`src/rtl/calc_pkg.sv`:
```
// Shared encodings for the calculator request port: commands, response codes,
// FSM state constants and the buffered request entry layout.
package calc_pkg;

  localparam logic [3:0] CMD_NOP = 4'h0;
  localparam logic [3:0] CMD_ADD = 4'h1;
  localparam logic [3:0] CMD_SUB = 4'h2;
  localparam logic [3:0] CMD_SHL = 4'h5;
  localparam logic [3:0] CMD_SHR = 4'h6;

  localparam logic [1:0] RSP_NONE = 2'd0;
  localparam logic [1:0] RSP_OK   = 2'd1;
  localparam logic [1:0] RSP_ERR  = 2'd2;
  localparam logic [1:0] RSP_TMO  = 2'd3;

  typedef logic [1:0] calc_state_t;
  localparam calc_state_t ST_IDLE   = 2'd0;
  localparam calc_state_t ST_ISSUE1 = 2'd1;
  localparam calc_state_t ST_ISSUE2 = 2'd2;
  localparam calc_state_t ST_WAIT   = 2'd3;

  typedef struct packed {
    logic [3:0]  cmd;
    logic [31:0] op1;
    logic [31:0] op2;
  } calc_req_t;

  localparam int REQ_W = $bits(calc_req_t);

endpackage

```
`src/rtl/calc_req_fifo.sv`:
```
// Generic show-ahead FIFO: head visible combinationally, one-cycle write-to-read.
// Full blocks pushes, empty blocks pops; simultaneous push/pop keeps the count.
module calc_req_fifo #(
  parameter int DEPTH = 4,
  parameter int WIDTH = 68
) (
  input  logic             i_clk,
  input  logic             i_reset,
  input  logic             i_push,
  input  logic [WIDTH-1:0] i_dat,
  input  logic             i_pop,
  output logic [WIDTH-1:0] o_dat,
  output logic             o_full,
  output logic             o_empty
);

  localparam int PW = $clog2(DEPTH);

  logic [WIDTH-1:0] r_mem [DEPTH];
  logic [PW-1:0]    r_wr_ptr;
  logic [PW-1:0]    r_rd_ptr;
  logic [PW:0]      r_count;
  logic             w_push;
  logic             w_pop;

  assign w_push  = i_push & ~o_full;
  assign w_pop   = i_pop & ~o_empty;
  assign o_full  = (r_count == (PW+1)'(DEPTH));
  assign o_empty = (r_count == '0);
  assign o_dat   = r_mem[r_rd_ptr];

  always_ff @(posedge i_clk) begin
    if (w_push) begin
      r_mem[r_wr_ptr] <= i_dat;
    end
  end

  // Depth is a power of two, so pointers wrap by natural overflow.
  always_ff @(posedge i_clk) begin
    if (i_reset) begin
      r_wr_ptr <= '0;
      r_rd_ptr <= '0;
      r_count  <= '0;
    end else begin
      if (w_push) r_wr_ptr <= r_wr_ptr + 1'b1;
      if (w_pop)  r_rd_ptr <= r_rd_ptr + 1'b1;
      case ({w_push, w_pop})
        2'b10:   r_count <= r_count + 1'b1;
        2'b01:   r_count <= r_count - 1'b1;
        default: r_count <= r_count;
      endcase
    end
  end

endmodule

```
`src/rtl/calc_req_port.sv`:
```
// Buffers calculator requests and issues them one at a time (cmd/op1, then op2), then waits
// for a response or timeout; push to ISSUE1 is two cycles, in_ready drops when the buffer is full.
module calc_req_port
  import calc_pkg::*;
#(
  parameter int FIFO_DEPTH = 4,
  parameter int TIMEOUT    = 15
) (
  input  logic        c_clk,
  input  logic        reset,
  input  logic        in_valid,
  output logic        in_ready,
  input  logic [3:0]  in_cmd,
  input  logic [31:0] in_op1,
  input  logic [31:0] in_op2,
  output logic [3:0]  req_cmd_in,
  output logic [31:0] req_data_in,
  input  logic [1:0]  out_resp,
  input  logic [31:0] out_data,
  output logic        rsp_valid,
  output logic [1:0]  rsp_code,
  output logic [31:0] rsp_data,
  output logic [3:0]  rsp_cmd,
  output logic        busy,
  output logic        timeout_err,
  output logic        protocol_err
);

  localparam logic [7:0] LP_TMO_LAST = 8'(TIMEOUT - 1);

  calc_state_t r_state;
  logic [3:0]  r_req_cmd;
  logic [31:0] r_req_data;
  logic [3:0]  r_cur_cmd;
  logic [31:0] r_cur_op2;
  logic [7:0]  r_wait_cnt;
  logic        r_rsp_valid;
  logic [1:0]  r_rsp_code;
  logic [31:0] r_rsp_data;
  logic [3:0]  r_rsp_cmd;
  logic        r_timeout_err;
  logic        r_protocol_err;

  calc_req_t   w_in_req;
  calc_req_t   w_head;
  logic        w_full;
  logic        w_empty;
  logic        w_push;
  logic        w_pop;
  logic        w_resp_any;

  assign w_in_req.cmd = in_cmd;
  assign w_in_req.op1 = in_op1;
  assign w_in_req.op2 = in_op2;

  assign in_ready   = ~w_full & ~reset;
  assign w_push     = in_valid & in_ready;
  // NOP heads are popped in IDLE too; they are simply never issued.
  assign w_pop      = (r_state == ST_IDLE) & ~w_empty;
  assign w_resp_any = (out_resp != RSP_NONE);

  calc_req_fifo #(
    .DEPTH (FIFO_DEPTH),
    .WIDTH (REQ_W)
  ) u_fifo (
    .i_clk   (c_clk),
    .i_reset (reset),
    .i_push  (w_push),
    .i_dat   (w_in_req),
    .i_pop   (w_pop),
    .o_dat   (w_head),
    .o_full  (w_full),
    .o_empty (w_empty)
  );

  always_ff @(posedge c_clk) begin
    if (reset) begin
      r_state        <= ST_IDLE;
      r_req_cmd      <= '0;
      r_req_data     <= '0;
      r_cur_cmd      <= '0;
      r_cur_op2      <= '0;
      r_wait_cnt     <= '0;
      r_rsp_valid    <= 1'b0;
      r_rsp_code     <= '0;
      r_rsp_data     <= '0;
      r_rsp_cmd      <= '0;
      r_timeout_err  <= 1'b0;
      r_protocol_err <= 1'b0;
    end else begin
      r_rsp_valid <= 1'b0;
      if (w_resp_any && (r_state != ST_WAIT)) begin
        r_protocol_err <= 1'b1;
      end
      case (r_state)
        ST_IDLE: begin
          if (!w_empty && (w_head.cmd != CMD_NOP)) begin
            r_state    <= ST_ISSUE1;
            r_cur_cmd  <= w_head.cmd;
            r_cur_op2  <= w_head.op2;
            r_req_cmd  <= w_head.cmd;
            r_req_data <= w_head.op1;
          end
        end
        ST_ISSUE1: begin
          r_state    <= ST_ISSUE2;
          r_req_cmd  <= '0;
          r_req_data <= r_cur_op2;
        end
        ST_ISSUE2: begin
          r_state    <= ST_WAIT;
          r_req_data <= '0;
          r_wait_cnt <= '0;
        end
        ST_WAIT: begin
          // A response on the last allowed cycle wins over the timeout.
          if (w_resp_any) begin
            r_state     <= ST_IDLE;
            r_rsp_valid <= 1'b1;
            r_rsp_code  <= out_resp;
            r_rsp_data  <= out_data;
            r_rsp_cmd   <= r_cur_cmd;
          end else if (r_wait_cnt == LP_TMO_LAST) begin
            r_state       <= ST_IDLE;
            r_rsp_valid   <= 1'b1;
            r_rsp_code    <= RSP_TMO;
            r_rsp_data    <= '0;
            r_rsp_cmd     <= r_cur_cmd;
            r_timeout_err <= 1'b1;
          end else if (r_wait_cnt != 8'hFF) begin
            r_wait_cnt <= r_wait_cnt + 8'd1;
          end
        end
        default: r_state <= ST_IDLE;
      endcase
    end
  end

  assign req_cmd_in   = r_req_cmd;
  assign req_data_in  = r_req_data;
  assign rsp_valid    = r_rsp_valid;
  assign rsp_code     = r_rsp_code;
  assign rsp_data     = r_rsp_data;
  assign rsp_cmd      = r_rsp_cmd;
  assign busy         = (r_state != ST_IDLE);
  assign timeout_err  = r_timeout_err;
  assign protocol_err = r_protocol_err;

endmodule

```
`config.mk`:
```
export PLATFORM = sky130hd
export DESIGN_NAME = calc_req_port
export DESIGN_NICKNAME = d
export VERILOG_FILES = /design/src/rtl/calc_pkg.sv /design/src/rtl/calc_req_fifo.sv /design/src/rtl/calc_req_port.sv
export SDC_FILE = /design/constraint.sdc
export NUM_CORES = 1
export LEC_CHECK = 0
export CAP_MARGIN = 10
export CORE_ASPECT_RATIO = 0.75
export CORE_MARGIN = 8
export CORE_UTILIZATION = 41
export DETAILED_ROUTE_END_ITERATION = 8
export DONT_BUFFER_PORTS = 1
export PLACE_DENSITY = 0.61
export SLEW_MARGIN = 20
export SYNTH_ARGS = -nofsm -noshare
export SYNTH_HDL_FRONTEND = slang
export SYNTH_HIERARCHICAL = 1
export SYNTH_SLANG_ARGS = --single-unit
```
`constraint.sdc`:
```
create_clock -name c_clk -period 3.5 [get_ports c_clk]
set_clock_uncertainty 0.05 [all_clocks]
set_input_delay 0.35 -clock c_clk [delete_from_list [all_inputs] [get_ports c_clk]]
set_output_delay 0.35 -clock c_clk [all_outputs]
set_load 0.02 [all_outputs]
```
==> flow_summary.toml, run 1 <==
[status]
status = "complete, no violations"

[die]
placeableCoreArea_um2 = 37100
initial_utilization_pct = 41.7
rows = 61
chipWidth_um = 240
dieArea_um2 = 44200
ios = 184
die_h_um = 184

[critical_path]
crit_type = "flip-flop to flip-flop"
cp.required_ns = 3.92
rr_worst_depth = 12
arrival_ns = 3.25
reg2reg_setup_slack_ns = 0.67
regToRegStartpoint = "u_fifo/r_count[2]"
critPathMaxFanout = 6
timing.rr.end = "u_fifo/r_count[2]"
cp-end-kind = "flip-flop"
start_kind = "flip-flop"

[yosys]
ys_seq_area_share_pct = 70.0
synth_edf_count = 272
yosys_warnings = 6
syn_nets = 1117
ys_types = 57
synthArstFlopShare_pct = 0
ys_ff_latch = 404
postSynthCellCount = 999
synth_ff_type = "edfxtp_1"
netlist_area_um2 = 15500
avgSynthCellArea_um2 = 15.5

[placement]
gp_congestion = 0.752
dp_hpwl_um = 22000
portBuffers = 0
placed_cells = 1455

[drt]
finalWirelength_um = 35600
routed-via-count = 8789
wire_per_inst_um = 21.7
drtAntennaViolNets = 0
dr.pass1.iters = 5
post-route-drc-count = 0
drt_first_iter_violations = 672
vias_per_cell = 5.37

[finish]
nets = 1216
fin_cells = 1637
final_cell_mix = "272 x edfxtp_1, 130 x dfxtp_1, 103 x dlygate4sd3_1"
syn2layout_area_growth_pct = 19.3
final_common_cell = "edfxtp_1"
drive_above_1_share_pct = 15.0

[global_route]
antenna_found_initial = 2
grt_use_total_pct = 15.9
grt_max_degree = 96
grt_pass1_wl_um = 54600
gr-total-overflow = 0
grt_pass1_vias = 8974

[hold_path]
holdPathEnd = "rsp_code[1]"
hp-start = "out_resp[0]"
hold_depth = 2
hold_path.class = "input pin to flip-flop"

[sta]
relSlewSlack_pct = 36.1
min_period_ns = 2.83
hold_violations = 0
finalCritPeriodShare_pct = 80.8
max_freq_ghz = 0.354
final_max_slew_viol_count = 0
rsz0062_at_grt = "false"
max_slew.worst_pin.slew_ns = 0.958
finalSetupTns_ns = 0
setup_violations = 0

[cts]
cts_tree = "done"
clk_latency_ns = 0.55
root_buffer = "clkbuf_16"
cts_sinks = 404
clockBufferDepth = 3
htreeDepth = 2
cts_buffers = 41
ctsResizeCount = 0
clk_pin_slew_ns = 0.06

[power]
irDropWorstVdd_v = 0.000414
leakage_nw = 5.93
p_per_area_nw_per_um2 = 676

[run]
cap_violations = 0
==> critical path: stages (launching register included) <==
cell,delay [ns]
dfxtp_1,0.38
nor3b_1,0.38
nor2_1,0.24
and2_1,0.22
inv_1,0.08
nor2_1,0.12
inv_1,0.10
ha_1,0.18
inv_1,0.07
fa_1,0.37
xor2_1,0.16
or3_1,0.30
a21oi_1,0.13
==> per-stage QoR <==
step / setup slack, ns / total power [W] / area, µm² / util [%] / hold WS [ns]
after global placement: 0.701 / 0.00793 / 16000 / 43.1 / 0.389
after detailed placement: 0.682 / 0.00796 / 16000 / 43.1 / 0.393
after floorplan: 0.0367 / 0.00735 / 15500 / - / 0.386
after global routing: 0.347 / 0.0131 / 18400 / 49.7 / 0.0114
final: 0.672 / 0.0125 / 18400 / 49.7 / 0.0228
after CTS: 0.650 / 0.0126 / 18400 / 49.7 / 0.0000346
==> power by group <==
part	switching, W	internal [W]	total [W]
registers	0.000452	0.00546	0.00591
logic	0.00125	0.000823	0.00208
clock network	0.00179	0.00269	0.00448
total	0.00350	0.00897	0.0125
==> repair_timing <==
item                      in CTS  in global routing
buffers inserted               0                  0
hold buffers                 104                  0
hold endpoints to repair     396                  0
==> how the worst max path moves through the flow <==
stage	from	to	slack, ns	depth (start not counted)
floorplan	reset	u_fifo/r_mem[2][0]	0.04	6
global placement	u_fifo/r_count[2]	u_fifo/r_count[2]	0.70	12
detailed placement	u_fifo/r_count[2]	u_fifo/r_count[2]	0.68	12
CTS	u_fifo/r_count[2]	u_fifo/r_count[2]	0.65	12
global route	u_fifo/r_count[2]	u_fifo/r_count[2]	0.35	12
finish	u_fifo/r_count[2]	u_fifo/r_count[2]	0.67	12
==> routing by layer <==
metal | vias to the layer above | global-route usage (%) | wire length (µm)
li1 | 4059 | - | -
met1 | 4428 | 20.9 | 15500
met2 | 246 | 26.3 | 17100
met3 | 54 | 3.95 | 2300
met4 | 2 | 4.00 | 703
met5 | - | 0 | 13
==> logic make-up (layout without fill, tap and decap cells) <==
logic type / count (synthesis) / in the layout / synth area share (%)
adders and majority gates: 13 / 13 / 1.10
DFF: 404 / 404 / 70.0
xor gates and xnor gates: 3 / 3 / 0.170
and+or+nand+nor: 212 / 212 / 7.12
buffers and inverters: 85 / 217 / 2.96
AOI/OAI and AO/OA: 211 / 211 / 8.58
muxes: 71 / 71 / 10.1
other: 0 / 2 / 0
==> registers in the layout, summed over array words and instances (netlist names), named ones only <==
signal	cells
rsp_data	32
req_data_in	32
rsp_code	2
u_fifo/r_rd_ptr	2
u_fifo/r_wr_ptr	2
protocol_err	1
r_cur_op2	32
u_fifo/r_mem	272
u_fifo/r_count	3
rsp_valid	1
r_wait_cnt	8
req_cmd_in	4
rsp_cmd	4
r_state	2
r_cur_cmd	4
timeout_err	1
==> synth_stat cells, types with 2 or more instances <==
cell,n,area share [%]
inv_1,17,0.41
o21a_1,3,0.15
a221oi_1,4,0.23
or3_1,36,1.5
nand3b_1,2,0.097
mux4_2,68,9.9
nand4_1,4,0.16
xor2_1,3,0.17
a21oi_1,77,2.5
ha_1,12,0.97
buf_12,3,0.39
buf_2,14,0.45
nand2_1,78,1.9
o211ai_1,2,0.097
dfxtp_1,132,17
buf_4,4,0.19
nor2b_1,36,1.5
edfxtp_1,272,53
mux2i_1,2,0.13
nor3b_1,2,0.097
or2_2,2,0.081
o21ai_0,44,1.4
a22o_2,2,0.13
clkbuf_1,38,0.92
o31ai_1,3,0.15
buf_6,5,0.36
nand2b_1,7,0.28
a22o_1,34,1.9
nor2_1,20,0.49
nand3_1,5,0.16
a31oi_1,33,1.3
and2_1,6,0.24
nor3_1,5,0.16
==> cell type report <==
| cell class | count | area (µm²) |
|---|---|---|
| multi-input cells | 510 | 4230 |
| clock buffers | 58 | 1160 |
| clock inverters | 18 | 221 |
| inverters | 18 | 67.6 |
| well taps | 504 | 631 |
| diodes | 2 | 5.00 |
| repair buffers | 123 | 1300 |
| flip-flops and latches | 404 | 10800 |
| fillers | 3089 | 18700 |
(Power assumes the default switching activity.)
==> run 2: changes to the inputs <==
--- a/config.mk
+++ b/config.mk
@@ -5,13 +5,14 @@
 export SDC_FILE = /design/constraint.sdc
 export NUM_CORES = 1
 export LEC_CHECK = 0
+export ABC_AREA = 1
 export CAP_MARGIN = 10
 export CORE_ASPECT_RATIO = 0.75
 export CORE_MARGIN = 8
 export CORE_UTILIZATION = 41
 export DETAILED_ROUTE_END_ITERATION = 8
 export DONT_BUFFER_PORTS = 1
-export PLACE_DENSITY = 0.61
+export PLACE_DENSITY = 0.63
 export SLEW_MARGIN = 20
 export SYNTH_ARGS = -nofsm -noshare
 export SYNTH_HDL_FRONTEND = slang
==> constraint.sdc (replaced) <==
create_clock -name c_clk -period 2.35 [get_ports c_clk]
set_clock_uncertainty 0.05 [all_clocks]
set_input_delay 0.235 -clock c_clk [delete_from_list [all_inputs] [get_ports c_clk]]
set_output_delay 0.235 -clock c_clk [all_outputs]
set_load 0.02 [all_outputs]
==> flow_summary.toml, run 2 <==
[cts]
root_buffer = "clkbuf_16"
post_cts_buffers = 0
clk_latency_ns = 0.53
clockBufferDepth = 3
clk_pin_slew_ns = 0.06
cts_tree = "done"
cts_sinks = 404
cts_buffers = 40
htreeDepth = 2

[global_route]
grt_use_total_pct = 17.3
grt_max_degree = 95
grt_use_met2_pct = 27.4
grt_pass1_vias = 10400
top_usage_layer = "met2"
gr-total-overflow = 0
grt_pass1_wl_um = 61600
antenna_found_initial = 7
use_met1_pct = 23.9
use_met3_pct = 3.33

[finish]
final_common_cell = "nor2_1"
nets = 1673
fin_cells = 2103
stdcell_area_um2 = 18700
largest_reg_flops = 272
syn2layout_area_growth_pct = 19.0
final_cell_mix = "285 x nor2_1, 272 x edfxtp_1, 198 x o21ai_0"
drive_above_1_share_pct = 8.33
fillers = 3368
top_register = "u_fifo/r_mem"

[sta]
hold_violations = 0
min_period_ns = 2.21
rsz0062_at_grt = "false"
setup_ws_ns = 0.139
max_freq_ghz = 0.452
hold_ws_ns = 0.185
setup_violations = 0
finalCritPeriodShare_pct = 94.1
max_slew.worst_pin.slew_ns = 0.729
final_max_slew_viol_count = 0
relSlewSlack_pct = 51.3

[hold_path]
hp-start = "reset"
hold_path.class = "input pin to flip-flop"
holdPathEnd = "r_cur_op2[4]"
hold_depth = 3

[yosys]
synth.top_cells.by_count = "290 x nor2_1, 272 x edfxtp_1, 198 x o21ai_0"
synth_ff_type = "edfxtp_1"
synth_edf_count = 272
yosysTopAreaCell = "edfxtp_1"
yosys-top-cells-area = "edfxtp_1 52%, dfxtp_1 17%, nor2_1 6.9%"
synth_top_area_share_pct = 51.9
ys_ff_latch = 404
avgSynthCellArea_um2 = 10.8
synth.most_common_cell = "nor2_1"
postSynthCellCount = 1454
synthArstFlopShare_pct = 0
ys_seq_area_share_pct = 68.8
netlist_area_um2 = 15700
ys_types = 33
syn_nets = 1572
yosys_warnings = 6

[drt]
wire_per_inst_um = 19.2
dr.pass1.iters = 7
post-route-drc-count = 0
drt_first_iter_violations = 962
routed-via-count = 10900
vias_per_cell = 5.19
finalWirelength_um = 40400
drtAntennaViolNets = 0

[status]
status = "complete, no violations"

[run]
cap_violations = 0

[placement]
gp_congestion = 0.770
dp_hpwl_um = 25500
dpl-instance-area_um2 = 16300
portBuffers = 0
placed_cells = 1918
dp_slack_ns = 0.168

[die]
rows = 62
ios = 184
initial_utilization_pct = 41.4
chipWidth_um = 242
placeableCoreArea_um2 = 38000
die_h_um = 186
dieArea_um2 = 44900

[critical_path]
start_kind = "flip-flop"
critPathMaxFanout = 32
regToRegStartpoint = "r_state[0]"
reg2reg_setup_slack_ns = 0.14
rr_worst_depth = 8
timing.rr.end = "rsp_data[28]"
arrival_ns = 2.64
cp-end-kind = "flip-flop"
crit_type = "flip-flop to flip-flop"
cp.required_ns = 2.77

[power]
finalPower_w = 0.0202
irDropWorstVdd_v = 0.000631
leakage_nw = 6.63
p_per_area_nw_per_um2 = 1080
==> run 2: cell count changes after synthesis, moves of 16 or more <==
cell	delta
nor2b_1	-36
nand3_1	+47
inv_1	+34
a31oi_1	-32
o21ai_0	+154
a22o_1	-34
nand2_1	+110
mux4_2	-68
o22ai_1	+67
or3_1	-36
nor2_1	+270
buf_2	+16
==> run 2: logic make-up (layout without fill, tap and decap cells) <==
group	Yosys count	after routing	synth area share, %
AO/OA/AOI/OAI	347	347	11.7
adder cells (fa/ha/maj)	13	13	1.08
buffers and inverters	145	276	4.69
flip-flops	404	404	68.8
other	0	6	0
AND/OR/NAND/NOR	545	545	13.8
==> run 2: worst max path at each step <==
stage                       from                 end  slack (ns)
2_1_floorplan  u_fifo/r_count[1]  u_fifo/r_mem[0][0]       -0.11
3_3_place_gp           flip-flop     req_data_in[27]        0.21
3_5_place_dp           flip-flop     req_data_in[27]        0.17
4_1_cts                flip-flop      req_data_in[4]        0.13
5_1_grt               r_state[1]        rsp_data[23]      0.0005
6_report              r_state[0]        rsp_data[28]        0.14
==> run 2: through the flow <==
stage / TNS [ns] / utilization (%)
final: 0 / 49.2
after global routing: 0 / 49.2
after CTS: 0 / 49.2
after detailed placement: 0 / 43.0
after global placement: 0 / 43.0
after floorplan: -26.26 / -
==> run 2: cell type report <==
type                            instances  area [µm²]  share of cell area (%)
Sequential cell                       404       10800                    57.8
Inverter                               59         229                    1.22
Antenna cell                            6        15.0                  0.0802
Timing Repair Buffer                  145        1500                    8.04
Clock inverter                         18         139                   0.742
Clock buffer                           54        1140                    6.07
Tap cell                              512         641                    3.42
Multi-Input combinational cell        905        4230                    22.6
==> run 2: per-layer routing <==
metal,part of all wire (%),wire (µm)
met1,46,18600
met2,45,18300
met3,6.0,2420
met4,2.8,1130
met5,0.054,22
==> run 2: repair_timing <==
item                                   CTS  global route
endpoints found under the hold margin  333             0
resized for setup                        0             6
hold buffers                           107             0
setup endpoints to repair                0            35
==> run 2: critical path: stages (launching register included) <==
cell and delay [ns]:
dfxtp_1 0.40, ha_1 0.19, buf_4 0.19, nand2_1 0.11, inv_1 0.06, buf_4 0.30, nand2_1 0.09, a21oi_1 0.17
dlygate4sd3_1 0.57
==> run 2: power by group <==
| part | internal, W | switching [W] |
|---|---|---|
| sequential | 0.00840 | 0.000859 |
| combinational | 0.00151 | 0.00327 |
| clock | 0.00361 | 0.00260 |
==> run 3: changes to the inputs <==
--- a/config.mk
+++ b/config.mk
@@ -8,7 +8,7 @@
 export ABC_AREA = 1
 export CAP_MARGIN = 10
 export CORE_ASPECT_RATIO = 0.75
-export CORE_MARGIN = 8
+export CORE_MARGIN = 5
 export CORE_UTILIZATION = 41
 export DETAILED_ROUTE_END_ITERATION = 8
 export DONT_BUFFER_PORTS = 1
==> flow_summary.toml, run 3 (synthesis gave the netlist of run 2 again) <==
[status]
status = "complete, no violations"

[sta]
finalSetupTns_ns = 0
hold_violations = 0
relSlewSlack_pct = 49.5
final_max_slew_viol_count = 0
finalCritPeriodShare_pct = 94.2
setup_violations = 0
min_period_ns = 2.21
max_freq_ghz = 0.452
rsz0062_at_grt = "false"
max_slew.worst_pin.slew_ns = 0.757

[critical_path]
slowest_stage = "dlygate4sd3_1"
start_kind = "flip-flop"
crit_chain = "inv_6 -> o21ai_0 -> o22ai_1 -> nor2_1 -> nand3_2 -> nand2_4 -> buf_12 -> nor2_2 -> inv_1 -> a21oi_1 -> dlygate4sd3_1"
reg2reg_setup_slack_ns = 0.14
cp-end-kind = "flip-flop"
critPathBufInv = 4
timing.rr.end = "r_cur_cmd[2]"
cp_slowest_stage_delay_ns = 0.55
critPathMaxFanout = 22
arrival_ns = 2.60
cp.required_ns = 2.74
rr_worst_depth = 11
crit_type = "flip-flop to flip-flop"
crit_family = "buffers and inverters"

[drt]
post-route-drc-count = 0
vias_per_cell = 5.21
wire_per_inst_um = 19.0
dr.pass1.iters = 5
finalWirelength_um = 40000
routed-via-count = 11000
drt_first_iter_violations = 932
drtAntennaViolNets = 0

[power]
power_switching_w = 0.00686
internal_power_w = 0.0140
p_per_area_nw_per_um2 = 1110
irDropWorstVdd_v = 0.000650
combPwrFrac_pct = 24.0
p_seq_share_pct = 44.3
netSwitchingFraction_pct = 32.9
pwr-share-clk_pct = 31.7
finalPower_w = 0.0209
leakage_nw = 6.69

[cts]
htreeDepth = 2
cts_buffers = 42
cts_sinks = 404
root_buffer = "clkbuf_16"
clk_pin_slew_ns = 0.06
clk_latency_ns = 0.55
cts_tree = "done"
clockBufferDepth = 3

[die]
placeableCoreArea_um2 = 38100
dieArea_um2 = 42400
die_h_um = 180
chipWidth_um = 236
rows = 62
ios = 184
initial_utilization_pct = 41.3

[global_route]
grt_use_total_pct = 18.0
grt_pass1_vias = 10300
grt_pass1_wl_um = 61100
grt_max_degree = 83
antenna_found_initial = 9
gr-total-overflow = 0

[hold_path]
hold_path.class = "input pin to flip-flop"
hold_depth = 3
holdPathEnd = "r_wait_cnt[6]"
hp-start = "reset"

[placement]
gp_congestion = 0.812
dp_hpwl_um = 24300
portBuffers = 0

[finish]
final_common_cell = "nor2_1"
final_cell_mix = "285 x nor2_1, 272 x edfxtp_1, 198 x o21ai_0"
largest_reg_flops = 272
top_register = "u_fifo/r_mem"
nets = 1674
drive_above_1_share_pct = 8.32
syn2layout_area_growth_pct = 19.7

[run]
cap_violations = 0
[run 3: cell count changes in the layout (fill, tap and decap cells not counted), moves of 2 or more]
cell / delta
buf_4: -4
bufinv_16: +2
inv_2: -2
clkbuf_1: +4
diode_2: -2
clkinv_1: -5
inv_1: +2
clkbuf_16: +2
nand2_4: +2
[run 3: worst max-delay path by stage]
| stage | slack [ns] | depth (start not counted) | to |
|---|---|---|---|
| floorplan | -0.11 | 6 | u_fifo/r_mem[0][0] |
| global placement | 0.25 | 15 | u_fifo/r_count[2] |
| detailed placement | 0.24 | 13 | u_fifo/r_count[2] |
| CTS | 0.03 | 11 | r_cur_cmd[2] |
| global route | 0.0007 | 11 | r_cur_cmd[2] |
| finish | 0.14 | 11 | r_cur_cmd[2] |
[run 3: layout make-up]
class                      instances  area (µm²)
clock buffer                      59        1170
fill                            3310       19300
inverter                          59         229
multi-input combinational        905        4230
tap                              512         641
antenna                            4        10.0
clock inverter                    16         196
sequential                       404       10800
timing repair buffer             144        1530
[run 3: routing by layer]
| metal | global-route usage, % | vias to the layer above | routed length [µm] |
|---|---|---|---|
| met1 | 25.6 | 5268 | 18000 |
| li1 | - | 5253 | - |
| met2 | 28.2 | 341 | 18300 |
| met5 | 0 | - | 54 |
| met3 | 3.88 | 78 | 2810 |
| met4 | 5.08 | 10 | 912 |
[run 3: power groups by stage]
stage / combinational (W) / clock (W) / sequential [W]
finish: 0.00501 / 0.00660 / 0.00925
CTS: 0.00493 / 0.00673 / 0.00925
detailed placement: 0.00468 / 0 / 0.00941
global route: 0.00561 / 0.00703 / 0.00932
global placement: 0.00460 / 0 / 0.00939
floorplan: 0.00343 / 0 / 0.00917
[run 3: repair_timing]
item                                    4_1_cts  5_1_grt
hold endpoints to repair                    333        0
setup buffers                                 0        0
gates resized for setup                       0        3
endpoints found under the setup margin        0        2
hold buffers                                108        0
[run 3: through the flow]
stage	std cells	worst slack (ns)	hold slack [ns]	cell area [µm²]	utilization, %
detailed placement	1915	0.236	0.261	16300	42.8
floorplan	1454	-0.114	0.254	15800	-
global route	2103	0.000714	0.181	18800	49.4
finish	2103	0.136	0.141	18800	49.4
CTS	2098	0.0325	0.147	18800	49.3
global placement	1915	0.250	0.260	16300	42.8
[run 3: worst register-to-register path: cells and delay by family (launching register included)]
| family | cells | cell delay (ns) |
|---|---|---|
| AND/OR/NAND/NOR | 4 | 0.45 |
| flip-flops | 1 | 0.44 |
| buffers and inverters | 4 | 0.86 |
| AO/OA/AOI/OAI | 3 | 0.31 |
